**src/rtl/fp16_accumulator_if.sv**
```systemverilog
// rtl/fp16_accumulator_if.sv - operand stream and frame result bundle for fp16_accumulator
interface fp16_accumulator_if #(
  parameter int CNT_W = 8
);
  logic             in_valid;
  logic             in_ready;
  logic [15:0]      in_data;
  logic             in_sub;
  logic             in_last;
  logic             out_valid;
  logic             out_ready;
  logic [15:0]      out_sum;
  logic [CNT_W-1:0] out_count;
  logic             out_nan;
  logic             out_inf;
  logic             out_len_ovf;

  modport master (
    output in_valid, in_data, in_sub, in_last, out_ready,
    input  in_ready, out_valid, out_sum, out_count, out_nan, out_inf, out_len_ovf
  );

  modport slave (
    input  in_valid, in_data, in_sub, in_last, out_ready,
    output in_ready, out_valid, out_sum, out_count, out_nan, out_inf, out_len_ovf
  );
endinterface

```
**src/rtl/fp16_accumulator.sv**
```systemverilog
// rtl/fp16_accumulator.sv - framed fp16 running-sum accumulator around a combinational fpadder
module fpadder (
  input  logic [15:0] a,
  input  logic [15:0] b,
  input  logic        sub,
  output logic [15:0] s
);
  logic        sb;
  logic        a_nan, b_nan, a_inf, b_inf;
  logic [40:0] xa, xb, mag;
  logic        rs;
  logic [5:0]  msb, shift;
  logic [10:0] keep;
  logic        rnd, stk;
  logic [15:0] tmp;

  // Every finite fp16 value is an exact integer multiple of 2^-24; 41 bits hold any sum exactly.
  function automatic logic [40:0] to_fixed(input logic [15:0] v);
    logic [4:0] sh;
    sh = (v[14:10] == 5'd0) ? 5'd0 : v[14:10] - 5'd1;
    return {30'd0, (v[14:10] != 5'd0), v[9:0]} << sh;
  endfunction

  always_comb begin
    sb    = b[15] ^ sub;
    a_nan = (&a[14:10]) && (|a[9:0]);
    b_nan = (&b[14:10]) && (|b[9:0]);
    a_inf = (&a[14:10]) && !(|a[9:0]);
    b_inf = (&b[14:10]) && !(|b[9:0]);
    xa    = to_fixed(a);
    xb    = to_fixed(b);
    if (a[15] == sb) begin
      mag = xa + xb;
      rs  = a[15];
    end else if (xa >= xb) begin
      mag = xa - xb;
      rs  = a[15];
    end else begin
      mag = xb - xa;
      rs  = sb;
    end
    if (mag == 41'd0) rs = a[15] & sb;

    msb = 6'd0;
    for (int i = 0; i < 41; i++) begin
      if (mag[i]) msb = 6'(i);
    end

    shift = 6'd0;
    keep  = 11'd0;
    rnd   = 1'b0;
    stk   = 1'b0;
    if (msb <= 6'd10) begin
      tmp = {5'd0, mag[10:0]};
    end else begin
      // Round to nearest even; the carry out of the mantissa bumps the exponent naturally.
      shift = msb - 6'd10;
      keep  = 11'(mag >> shift);
      rnd   = mag[shift - 6'd1];
      stk   = |(mag & ((41'd1 << (shift - 6'd1)) - 41'd1));
      tmp   = {msb - 6'd9, keep[9:0]} + {15'd0, rnd & (stk | keep[0])};
    end

    if (tmp[15:10] >= 6'd31) s = {rs, 15'h7C00};
    else                     s = {rs, tmp[14:0]};

    if (a_nan || b_nan || (a_inf && b_inf && (a[15] != sb))) s = 16'h7E00;
    else if (a_inf)                                           s = a;
    else if (b_inf)                                           s = {sb, b[14:0]};
  end
endmodule

module fp16_accumulator #(
  parameter int CNT_W = 8
) (
  input  logic              clk,
  input  logic              rst_n,
  fp16_accumulator_if.slave bus
);
  typedef enum logic [1:0] {S_IDLE, S_ACC, S_DONE} state_t;

  state_t           state_q, state_d;
  logic [15:0]      acc_q, acc_d;
  logic [CNT_W-1:0] count_q, count_d;
  logic             nan_q, nan_d;
  logic             ovf_q, ovf_d;
  logic             ready_q, ready_d;
  logic [15:0]      sum_q, sum_d;
  logic [CNT_W-1:0] ocnt_q, ocnt_d;
  logic             onan_q, onan_d;
  logic             oinf_q, oinf_d;
  logic             oovf_q, oovf_d;

  logic [15:0]      add_s;
  logic             accept, step_nan, nan_now, sat, ovf_now;
  logic [15:0]      sum_now;
  logic [CNT_W-1:0] cnt_now;

  fpadder u_add (
    .a   (acc_q),
    .b   (bus.in_data),
    .sub (bus.in_sub),
    .s   (add_s)
  );

  assign accept   = bus.in_valid && ready_q;
  assign step_nan = (&add_s[14:10]) && (|add_s[9:0]);
  assign nan_now  = nan_q | step_nan;
  // A NaN anywhere in the frame pins the running sum to the canonical quiet NaN.
  assign sum_now  = nan_now ? 16'h7E00 : add_s;
  assign sat      = &count_q;
  assign cnt_now  = sat ? count_q : count_q + CNT_W'(1);
  assign ovf_now  = ovf_q | sat;

  always_comb begin
    state_d = state_q;
    acc_d   = acc_q;
    count_d = count_q;
    nan_d   = nan_q;
    ovf_d   = ovf_q;
    sum_d   = sum_q;
    ocnt_d  = ocnt_q;
    onan_d  = onan_q;
    oinf_d  = oinf_q;
    oovf_d  = oovf_q;
    case (state_q)
      S_IDLE, S_ACC: begin
        if (accept) begin
          acc_d   = sum_now;
          count_d = cnt_now;
          nan_d   = nan_now;
          ovf_d   = ovf_now;
          if (bus.in_last) begin
            state_d = S_DONE;
            sum_d   = sum_now;
            ocnt_d  = cnt_now;
            onan_d  = nan_now;
            oinf_d  = (&sum_now[14:10]) && !(|sum_now[9:0]);
            oovf_d  = ovf_now;
          end else begin
            state_d = S_ACC;
          end
        end
      end
      S_DONE: begin
        if (bus.out_ready) begin
          state_d = S_IDLE;
          acc_d   = 16'h0000;
          count_d = '0;
          nan_d   = 1'b0;
          ovf_d   = 1'b0;
        end
      end
      default: state_d = S_IDLE;
    endcase
    // Registered so that in_ready stays low while rst_n is asserted.
    ready_d = (state_d != S_DONE);
  end

  always_ff @(posedge clk or negedge rst_n) begin
    if (!rst_n) begin
      state_q <= S_IDLE;
      acc_q   <= 16'h0000;
      count_q <= '0;
      nan_q   <= 1'b0;
      ovf_q   <= 1'b0;
      ready_q <= 1'b0;
      sum_q   <= 16'h0000;
      ocnt_q  <= '0;
      onan_q  <= 1'b0;
      oinf_q  <= 1'b0;
      oovf_q  <= 1'b0;
    end else begin
      state_q <= state_d;
      acc_q   <= acc_d;
      count_q <= count_d;
      nan_q   <= nan_d;
      ovf_q   <= ovf_d;
      ready_q <= ready_d;
      sum_q   <= sum_d;
      ocnt_q  <= ocnt_d;
      onan_q  <= onan_d;
      oinf_q  <= oinf_d;
      oovf_q  <= oovf_d;
    end
  end

  assign bus.in_ready    = ready_q;
  assign bus.out_valid   = (state_q == S_DONE);
  assign bus.out_sum     = sum_q;
  assign bus.out_count   = ocnt_q;
  assign bus.out_nan     = onan_q;
  assign bus.out_inf     = oinf_q;
  assign bus.out_len_ovf = oovf_q;
endmodule
```
**src/flat_wrapper.sv**
```systemverilog
// flat-port wrapper written by rule: the top's interface ports become plain ports
module fp16_accumulator_flat 
#(
  parameter int CNT_W = 8
)
  (clk, rst_n, bus_in_valid, bus_in_data, bus_in_sub, bus_in_last, bus_out_ready, bus_in_ready, bus_out_valid, bus_out_sum, bus_out_count, bus_out_nan, bus_out_inf, bus_out_len_ovf);
  fp16_accumulator_if #(.CNT_W(CNT_W)) bus_i ();
  input  logic clk;
  input  logic rst_n;
  input wire logic [$bits(bus_i.in_valid)-1:0] bus_in_valid;
  input wire logic [$bits(bus_i.in_data)-1:0] bus_in_data;
  input wire logic [$bits(bus_i.in_sub)-1:0] bus_in_sub;
  input wire logic [$bits(bus_i.in_last)-1:0] bus_in_last;
  input wire logic [$bits(bus_i.out_ready)-1:0] bus_out_ready;
  output wire logic [$bits(bus_i.in_ready)-1:0] bus_in_ready;
  output wire logic [$bits(bus_i.out_valid)-1:0] bus_out_valid;
  output wire logic [$bits(bus_i.out_sum)-1:0] bus_out_sum;
  output wire logic [$bits(bus_i.out_count)-1:0] bus_out_count;
  output wire logic [$bits(bus_i.out_nan)-1:0] bus_out_nan;
  output wire logic [$bits(bus_i.out_inf)-1:0] bus_out_inf;
  output wire logic [$bits(bus_i.out_len_ovf)-1:0] bus_out_len_ovf;
  assign bus_i.in_valid = bus_in_valid;
  assign bus_i.in_data = bus_in_data;
  assign bus_i.in_sub = bus_in_sub;
  assign bus_i.in_last = bus_in_last;
  assign bus_i.out_ready = bus_out_ready;
  assign bus_in_ready = bus_i.in_ready;
  assign bus_out_valid = bus_i.out_valid;
  assign bus_out_sum = bus_i.out_sum;
  assign bus_out_count = bus_i.out_count;
  assign bus_out_nan = bus_i.out_nan;
  assign bus_out_inf = bus_i.out_inf;
  assign bus_out_len_ovf = bus_i.out_len_ovf;
  fp16_accumulator #(.CNT_W(CNT_W)) u_core (.clk(clk), .rst_n(rst_n), .bus(bus_i));
endmodule
```
**config.mk**
```make
export PLATFORM = sky130hd
export DESIGN_NAME = fp16_accumulator_flat
export DESIGN_NICKNAME = d
export VERILOG_FILES = /design/src/rtl/fp16_accumulator_if.sv /design/src/rtl/fp16_accumulator.sv /design/src/flat_wrapper.sv
export SDC_FILE = /design/constraint.sdc
export NUM_CORES = 1
export LEC_CHECK = 0
export ABC_CLOCK_PERIOD_IN_PS = 10300
export CAP_MARGIN = 5
export CORE_MARGIN = 2
export CORE_UTILIZATION = 60
export CTS_CLUSTER_SIZE = 30
export DETAILED_ROUTE_END_ITERATION = 12
export PLACE_DENSITY = 0.86
export SLEW_MARGIN = 10
export SYNTH_ARGS = -nofsm -noshare
export SYNTH_HDL_FRONTEND = slang
export SYNTH_SLANG_ARGS = --single-unit
```
**constraint.sdc**
```tcl
create_clock -name clk -period 10.3 [get_ports clk]
set_input_delay 2.06 -clock clk [delete_from_list [all_inputs] [get_ports clk]]
set_output_delay 2.06 -clock clk [all_outputs]
set_load 0.005 [all_outputs]
```
==> results of run 1 <==
cells in the mapped netlist, types with 36 or more instances:
cell / instances
nor2_1: 258
a211oi_1: 55
buf_2: 51
a21o_1: 56
xnor2_1: 38
ha_1: 136
nand2b_1: 36
nor3_1: 94
dfrtp_1: 56
o211ai_1: 49
mux2i_1: 60
o21ai_0: 175
nand2_1: 293
inv_1: 133
nand3_1: 108
a21oi_1: 239
nand4_1: 47
clkbuf_1: 92
a31oi_1: 38
cell families after synthesis:
kind of cell / count (synthesis) / share of synthesized area
adders and majority gates: 139 / 0.09213
DFF: 56 / 0.07329
and+or+nand+nor: 1099 / 0.2895
muxes: 84 / 0.04731
AOI/OAI and AO/OA: 1055 / 0.3912
buffers and inverters: 324 / 0.07610
xor gates and xnor gates: 60 / 0.03043
metrics by stage:
| stage | util | TNS (ns) |
|---|---|---|
| 4_1_cts | 0.9329 | -27.93 |
| 3_5_place_dp | 0.8720 | -80.02 |
| 3_3_place_gp | 0.8720 | -39.70 |
| 2_1_floorplan | - | -17.79 |
metal layers:
metal	overflow	track usage
met1	444	1.006
met2	3034	1.454
met3	415	0.9908
met4	686	1.192
met5	105	0.9541
repair_timing:
action,4_1_cts
pin swaps,80
buffers inserted,69
setup endpoints to repair,33
gates resized for setup,280
gates cloned,2
==> out/results.ini, run 1 <==
[clock_network]
clockBufferDepth = 2
clock-sinks = 56
hold_buffers = 0
cts-buffers-inserted = 5
h-tree-depth = 2
root_buffer = clkbuf_16

[logic_synthesis]
synthTopCellsByArea = ha_1, dfrtp_1, a21oi_1
yosysWarnings = 0
syn_nets = 2978
synth_top_area_cell = ha_1
synth_cell_type_count = 126
syn_avg_cell_area_um2 = 6.788
synth_ff_type = dfrtp_1
netlist_area_mm2 = 0.01912
yosysSeqAreaShare = 0.07329
syn-instance-count = 2817
synth-edff-count = 0
synth_top_area_share = 0.08899
async_reset_ff_frac = 1.000
synth_seq_cells = 56

[die]
num_io_pins = 51
initial_core_util = 0.6075
dieHeight_um = 182.5
die-width_um = 182.5
rows = 65

[status]
toolErrorMsg = [ERROR GRT-0116] Global routing finished with congestion. Check the congestion regions in the DRC Viewer.
status = stopped before the end
failing_step = global routing

[place]
placed_area_mm2 = 0.02745
hpwl_um = 97460
routabilityCongestion = 1.368
preCtsSetupSlack_ns = -2.632
dp_cells = 4071
io_buffers = 50

[global_route]
gr-usage-all-layers = 1.151
grt_max_degree = 90
overflow = 4684
grt_first_pass_wirelength_um = 289800
first_global_vias = 43943

==> run 2: changes to the inputs <==
ABC_CLOCK_PERIOD_IN_PS = 13400   (was 10300)
CORE_UTILIZATION = 40   (was 60)
CTS_CLUSTER_SIZE = not set   (was 30)
PLACE_DENSITY = not set   (was 0.86)
PLACE_DENSITY_LB_ADDON = 0.15   (was not set)
clock period = 13.4 ns   (was 10.3 ns; I/O delays follow)
==> out/results.ini, run 2 <==
[worst_setup_path]
cp-end-kind = register
worst_ep_arrival_time_ns = 13.30
max_stage_delay_ns = 0.54
cpMostUsedCell = buf_4
crit_required_ns = 13.60
path_max_fanout = 16
critPathBufInv = 13
critical_path.top_delay_family = compound AO/OA/AOI/OAI gates
path_class = in -> reg
startpoint_type = primary input
slowest_stage = or4b_1

[layout]
nNetsFinal = 3294
fin_cells = 3750
drive_above_1_share = 0.2106
layout_common_cells = buf_4, nand2_1, nor2_1
layout_commonest_cell = buf_4
area_delta_synth_final_pct = 22.50

[die]
dieArea_mm2 = 0.04957
rows = 80  ; was 65
initial_core_util = 0.4030  ; was 0.6075
core-area_mm2 = 0.04745
num_io_pins = 51  ; unchanged
die-width_um = 222.6  ; was 182.5 um
dieHeight_um = 222.6  ; was 182.5 um

[global_route]
antenna_found_initial = 3
gr-usage-all-layers = 0.4087
grt_use_met1 = 0.5650
busiest_layer = met2
grt_max_degree = 57
grt_first_pass_wirelength_um = 155800
first_global_vias = 24185
use_met3 = 0.09177
use_met2 = 0.6180
overflow = 0

[sta]
finClkSkew_ns = 0.007612
finalMaxSlewViolations = 0
max_freq_mhz = 76.33
slew_headroom = 0.2927
layout_setup_ws_ns = 0.2988
setup_tns_ns = 0
fin_crit_sh = 0.9777
setup_violations = 0
worstMarginPinSlew_ns = 1.054
hold_viol = 0
fin_crit_ns = 13.10

[drt]
drt_iter0_markers = 3839
routedWlPerCell_um = 28.26
wl_um = 106000
drc = 0
firstDrtPassIters = 6
vias = 25935
avgViaCountPerCell = 6.916
ant_nets = 0

[logic_synthesis]
synth_top_area_cell = ha_1  ; unchanged
synth_seq_cells = 56  ; unchanged
syn-instance-count = 2817  ; unchanged
syn_avg_cell_area_um2 = 6.788  ; unchanged
synth_top_area_share = 0.08899  ; unchanged
synthTopCellsByArea = ha_1, dfrtp_1, a21oi_1  ; unchanged
synth_common_cells = nand2_1, nor2_1, a21oi_1, o21ai_0, ha_1  ; unchanged
synth_most_common_cell = nand2_1  ; unchanged
synth_ff_type = dfrtp_1  ; unchanged
synth_cell_type_count = 126  ; unchanged
yosysSeqAreaShare = 0.07329  ; unchanged
yosysWarnings = 0  ; unchanged
netlist_area_mm2 = 0.01912  ; unchanged
syn_nets = 2978  ; unchanged
async_reset_ff_frac = 1.000  ; unchanged
synth-edff-count = 0  ; unchanged

[clock_network]
h-tree-depth = 2  ; unchanged
cts-buffers-inserted = 5  ; unchanged
path_clk_slew_ns = 0.07
cts_tree = built
root_buffer = clkbuf_16  ; unchanged
hold_buffers = 0  ; unchanged
clk_latency_ns = 0.30
clock-sinks = 56  ; unchanged
clockBufferDepth = 2  ; unchanged

[min_path]
hold_path_class = reg -> reg

[place]
preCtsSetupSlack_ns = -0.6260  ; was -2.632 ns
hpwl_um = 87740  ; was 97,460 um
routabilityCongestion = 1.119  ; was 1.368
dp_cells = 3727  ; was 4,071
io_buffers = 50  ; unchanged

[status]
status = finished clean  ; was stopped before the end

[job]
max-cap-violations = 0

[run 2: cell counts after synthesis]
No cell type changed its count.
[run 2: routing by layer]
layer  wire length, um  part of all wire
met1             44030              0.42
met2             44370              0.42
met3             12450              0.12
met4              5091             0.048
met5                10          0.000094
[run 2: worst register-to-register path, delay by kind of cell (launching register included)]
| kind | cells | cell delay (ns) |
|---|---|---|
| compound gates | 17 | 4.20 |
| simple gates | 11 | 3.16 |
| buf+inv | 11 | 1.89 |
| fa+ha+maj | 3 | 0.91 |
| mux | 3 | 0.65 |
| flops | 1 | 0.62 |
| xor+xnor | 1 | 0.32 |
[run 2: path summary, 6_finish.rpt]
kind | endpoint | cells past startpoint | slack [ns] | start
min in group asynchronous | u_core.count_q[6] | 2 | 2.52 | rst_n
max in group asynchronous | u_core.acc_q[0] | 2 | 10.43 | rst_n
hold reg to reg | u_core.state_q[0] | 1 | 0.48 | u_core.state_q[1]
setup reg to reg | u_core.acc_q[6] | 46 | 1.55 | u_core.acc_q[10]
setup / recovery | u_core.acc_q[6] | 46 | 0.30 | bus_in_data[11]
hold / removal | u_core.state_q[0] | 1 | 0.48 | u_core.state_q[1]
[run 2: what timing repair did]
action / CTS / global route
resized for setup: 6 / 89
endpoints found under the hold margin: 0 / 0
setup endpoints to repair: 6 / 31
buffers inserted: 0 / 14
pin swaps: 0 / 11
[run 2: cells by family (layout without fill, tap and decap cells)]
kind of cell / Yosys count / in the layout / synth area share
simple gates: 1099 / 1099 / 0.2895
buf+inv: 324 / 641 / 0.07610
other cells: 0 / 1 / 0
compound gates: 1055 / 1055 / 0.3912
flops: 56 / 56 / 0.07329
xor+xnor: 60 / 60 / 0.03043
mux: 84 / 84 / 0.04731
fa+ha+maj: 139 / 139 / 0.09213
[run 2: area by class of cell]
class / count / area (um2)
fillers: 4894 / 24020
diodes: 1 / 2.502
flip-flops and latches: 56 / 1401
clock buffers: 6 / 138.9
inverters: 140 / 530.5
repair buffers: 493 / 3900
clock inverters: 2 / 15.01
multi-input cells: 2437 / 16670
well taps: 615 / 769.5
[run 2: through the flow]
step	hold WS, ns	instance area, um2	util
finish	0.4819	23420	0.4937
detailed placement	0.4701	22770	0.4800
global route	0.5094	23420	0.4936
global placement	0.4539	22770	0.4800
floorplan	0.4400	19120	-
CTS	0.4796	22950	0.4837
Power of run 2 is not shown: default switching activity piles up to over one toggle a cycle in this logic, so the estimate is an artifact.
==> run 3: changes to the inputs <==
CORE_MARGIN = 1.5   (was 2)
CTS_CLUSTER_DIAMETER = 150   (was not set)
==> out/results.ini, run 3 (synthesis gave the netlist of run 2 again) <==
[clock_network]
clk_latency_ns = 0.30  ; about the same
h-tree-depth = 2  ; unchanged
root_buffer = clkbuf_16  ; unchanged
cts-buffers-inserted = 5  ; unchanged
clock-sinks = 56  ; unchanged
path_clk_slew_ns = 0.07  ; about the same
clockBufferDepth = 2  ; unchanged
cts_tree = built  ; unchanged

[worst_setup_path]
max_stage_delay_ns = 0.58  ; was 0.54 ns
path_class = in -> reg  ; unchanged
worst_ep_arrival_time_ns = 13.32  ; was 13.30 ns
critical_path.top_delay_family = compound AO/OA/AOI/OAI gates  ; unchanged
slowest_stage = o21ai_0  ; was or4b_1
crit_required_ns = 13.57  ; was 13.60 ns
path_max_fanout = 16  ; unchanged
critPathBufInv = 11  ; was 13
cp-end-kind = register  ; unchanged
startpoint_type = primary input  ; unchanged
cpMostUsedCell = buf_4  ; unchanged

[global_route]
gr-usage-all-layers = 0.4039  ; was 0.4087
antenna_found_initial = 3  ; unchanged
overflow = 0  ; unchanged
first_global_vias = 23565  ; was 24,185
grt_first_pass_wirelength_um = 152700  ; was 155,800 um
grt_max_degree = 57  ; unchanged

[die]
core-area_mm2 = 0.04685  ; was 0.04745 mm2
dieArea_mm2 = 0.04912  ; was 0.04957 mm2
initial_core_util = 0.4081  ; was 0.4030
num_io_pins = 51  ; unchanged
die-width_um = 221.6  ; was 222.6 um
dieHeight_um = 221.6  ; was 222.6 um
rows = 79  ; was 80

[sta]
max_freq_mhz = 76.05  ; was 76.33 MHz
finClkSkew_ns = 0.005297  ; was 0.007612 ns
fin_crit_ns = 13.15  ; was 13.10 ns
setup_tns_ns = 0  ; unchanged
setup_violations = 0  ; unchanged
worstMarginPinSlew_ns = 1.066  ; was 1.054 ns
fin_crit_sh = 0.9812  ; was 0.9777
finalMaxSlewViolations = 0  ; unchanged
hold_viol = 0  ; unchanged
slew_headroom = 0.2820  ; was 0.2927

[min_path]
hold_path_class = reg -> reg  ; unchanged

[drt]
drt_iter0_markers = 3314  ; was 3,839
drc = 0  ; unchanged
routedWlPerCell_um = 28.63  ; was 28.26 um
firstDrtPassIters = 8  ; was 6
vias = 25340  ; was 25,935
avgViaCountPerCell = 6.965  ; was 6.916
ant_nets = 0  ; unchanged
wl_um = 104200  ; was 106,000 um

[layout]
layout_common_cells = buf_4, nand2_1, nor2_1  ; unchanged
area_delta_synth_final_pct = 18.03  ; was 22.50%
multi_input_comb_area_mm2 = 0.01662  ; was 0.01667 mm2
nNetsFinal = 3189  ; was 3,294
layout_commonest_cell = buf_4  ; unchanged
regArea_mm2 = 0.001401  ; unchanged
fill_cells = 4945  ; was 4,894
drive_above_1_share = 0.1793  ; was 0.2106

[place]
io_buffers = 50  ; unchanged
hpwl_um = 85480  ; was 87,740 um
routabilityCongestion = 1.132  ; was 1.119

[status]
status = finished clean  ; unchanged

[job]
max-cap-violations = 0  ; unchanged

-- run 3: path summary, 6_finish.rpt --
path / start / end / slack [ns] / cells after the start
min reg2reg: u_core.bus.out_count[1] / u_core.bus.out_count[1] / 0.48 / 2
min: u_core.bus.out_count[1] / u_core.bus.out_count[1] / 0.48 / 2
min in group asynchronous: rst_n / u_core.count_q[6] / 2.51 / 2
max: bus_in_data[11] / u_core.acc_q[0] / 0.25 / 41
max reg2reg: u_core.acc_q[10] / u_core.acc_q[0] / 1.67 / 43
max in group asynchronous: rst_n / u_core.acc_q[14] / 10.43 / 2
-- run 3: final cells by class --
class | instances | area share
Clock buffer | 5 | 0.005544
Antenna cell | 2 | 0.0002218
Timing Repair Buffer | 387 | 0.1368
Tap cell | 607 | 0.03365
Inverter | 140 | 0.02351
Sequential cell | 56 | 0.06209
Clock inverter | 3 | 0.001885
Multi-Input combinational cell | 2438 | 0.7363
-- run 3: repair_timing --
action / CTS / global route
cloned: 0 / 1
gates resized for setup: 2 / 69
hold endpoints to repair: 0 / 0
pin swaps: 0 / 10
buffers inserted: 1 / 10
hold buffers: 0 / 0
endpoints found under the setup margin: 26 / 31
-- run 3: through the flow --
step                worst slack, ns  cells  area [um2]  hold WS, ns  utilization
floorplan                    0.1641   2817       19120       0.4400            -
detailed placement          -0.5271   3616       21980       0.4711       0.4691
global placement            -0.2684   3616       21980       0.4522       0.4691
finish                       0.2513   3638       22570       0.4810       0.4817
global route               -0.05993   3636       22560       0.5087       0.4816
CTS                         0.03046   3625       22160       0.4886       0.4730
-- run 3: layer usage --
metal,wire (um),global-route usage,vias up,share of wire
li1,-,-,11098,-
met1,42480,0.5307,12167,0.41
met2,43020,0.6083,1680,0.41
met3,12120,0.1063,391,0.12
met4,6508,0.2004,4,0.062
met5,27,0,-,0.00026
-- run 3: tightest hold or removal path: cells and delay by family, from the launching register on --
kind / cells / cell delay, ns
DFF: 1 / 0.34
and+or+nand+nor: 1 / 0.04
AOI/OAI and AO/OA: 1 / 0.06
Power of run 3 is left out for the same reason.
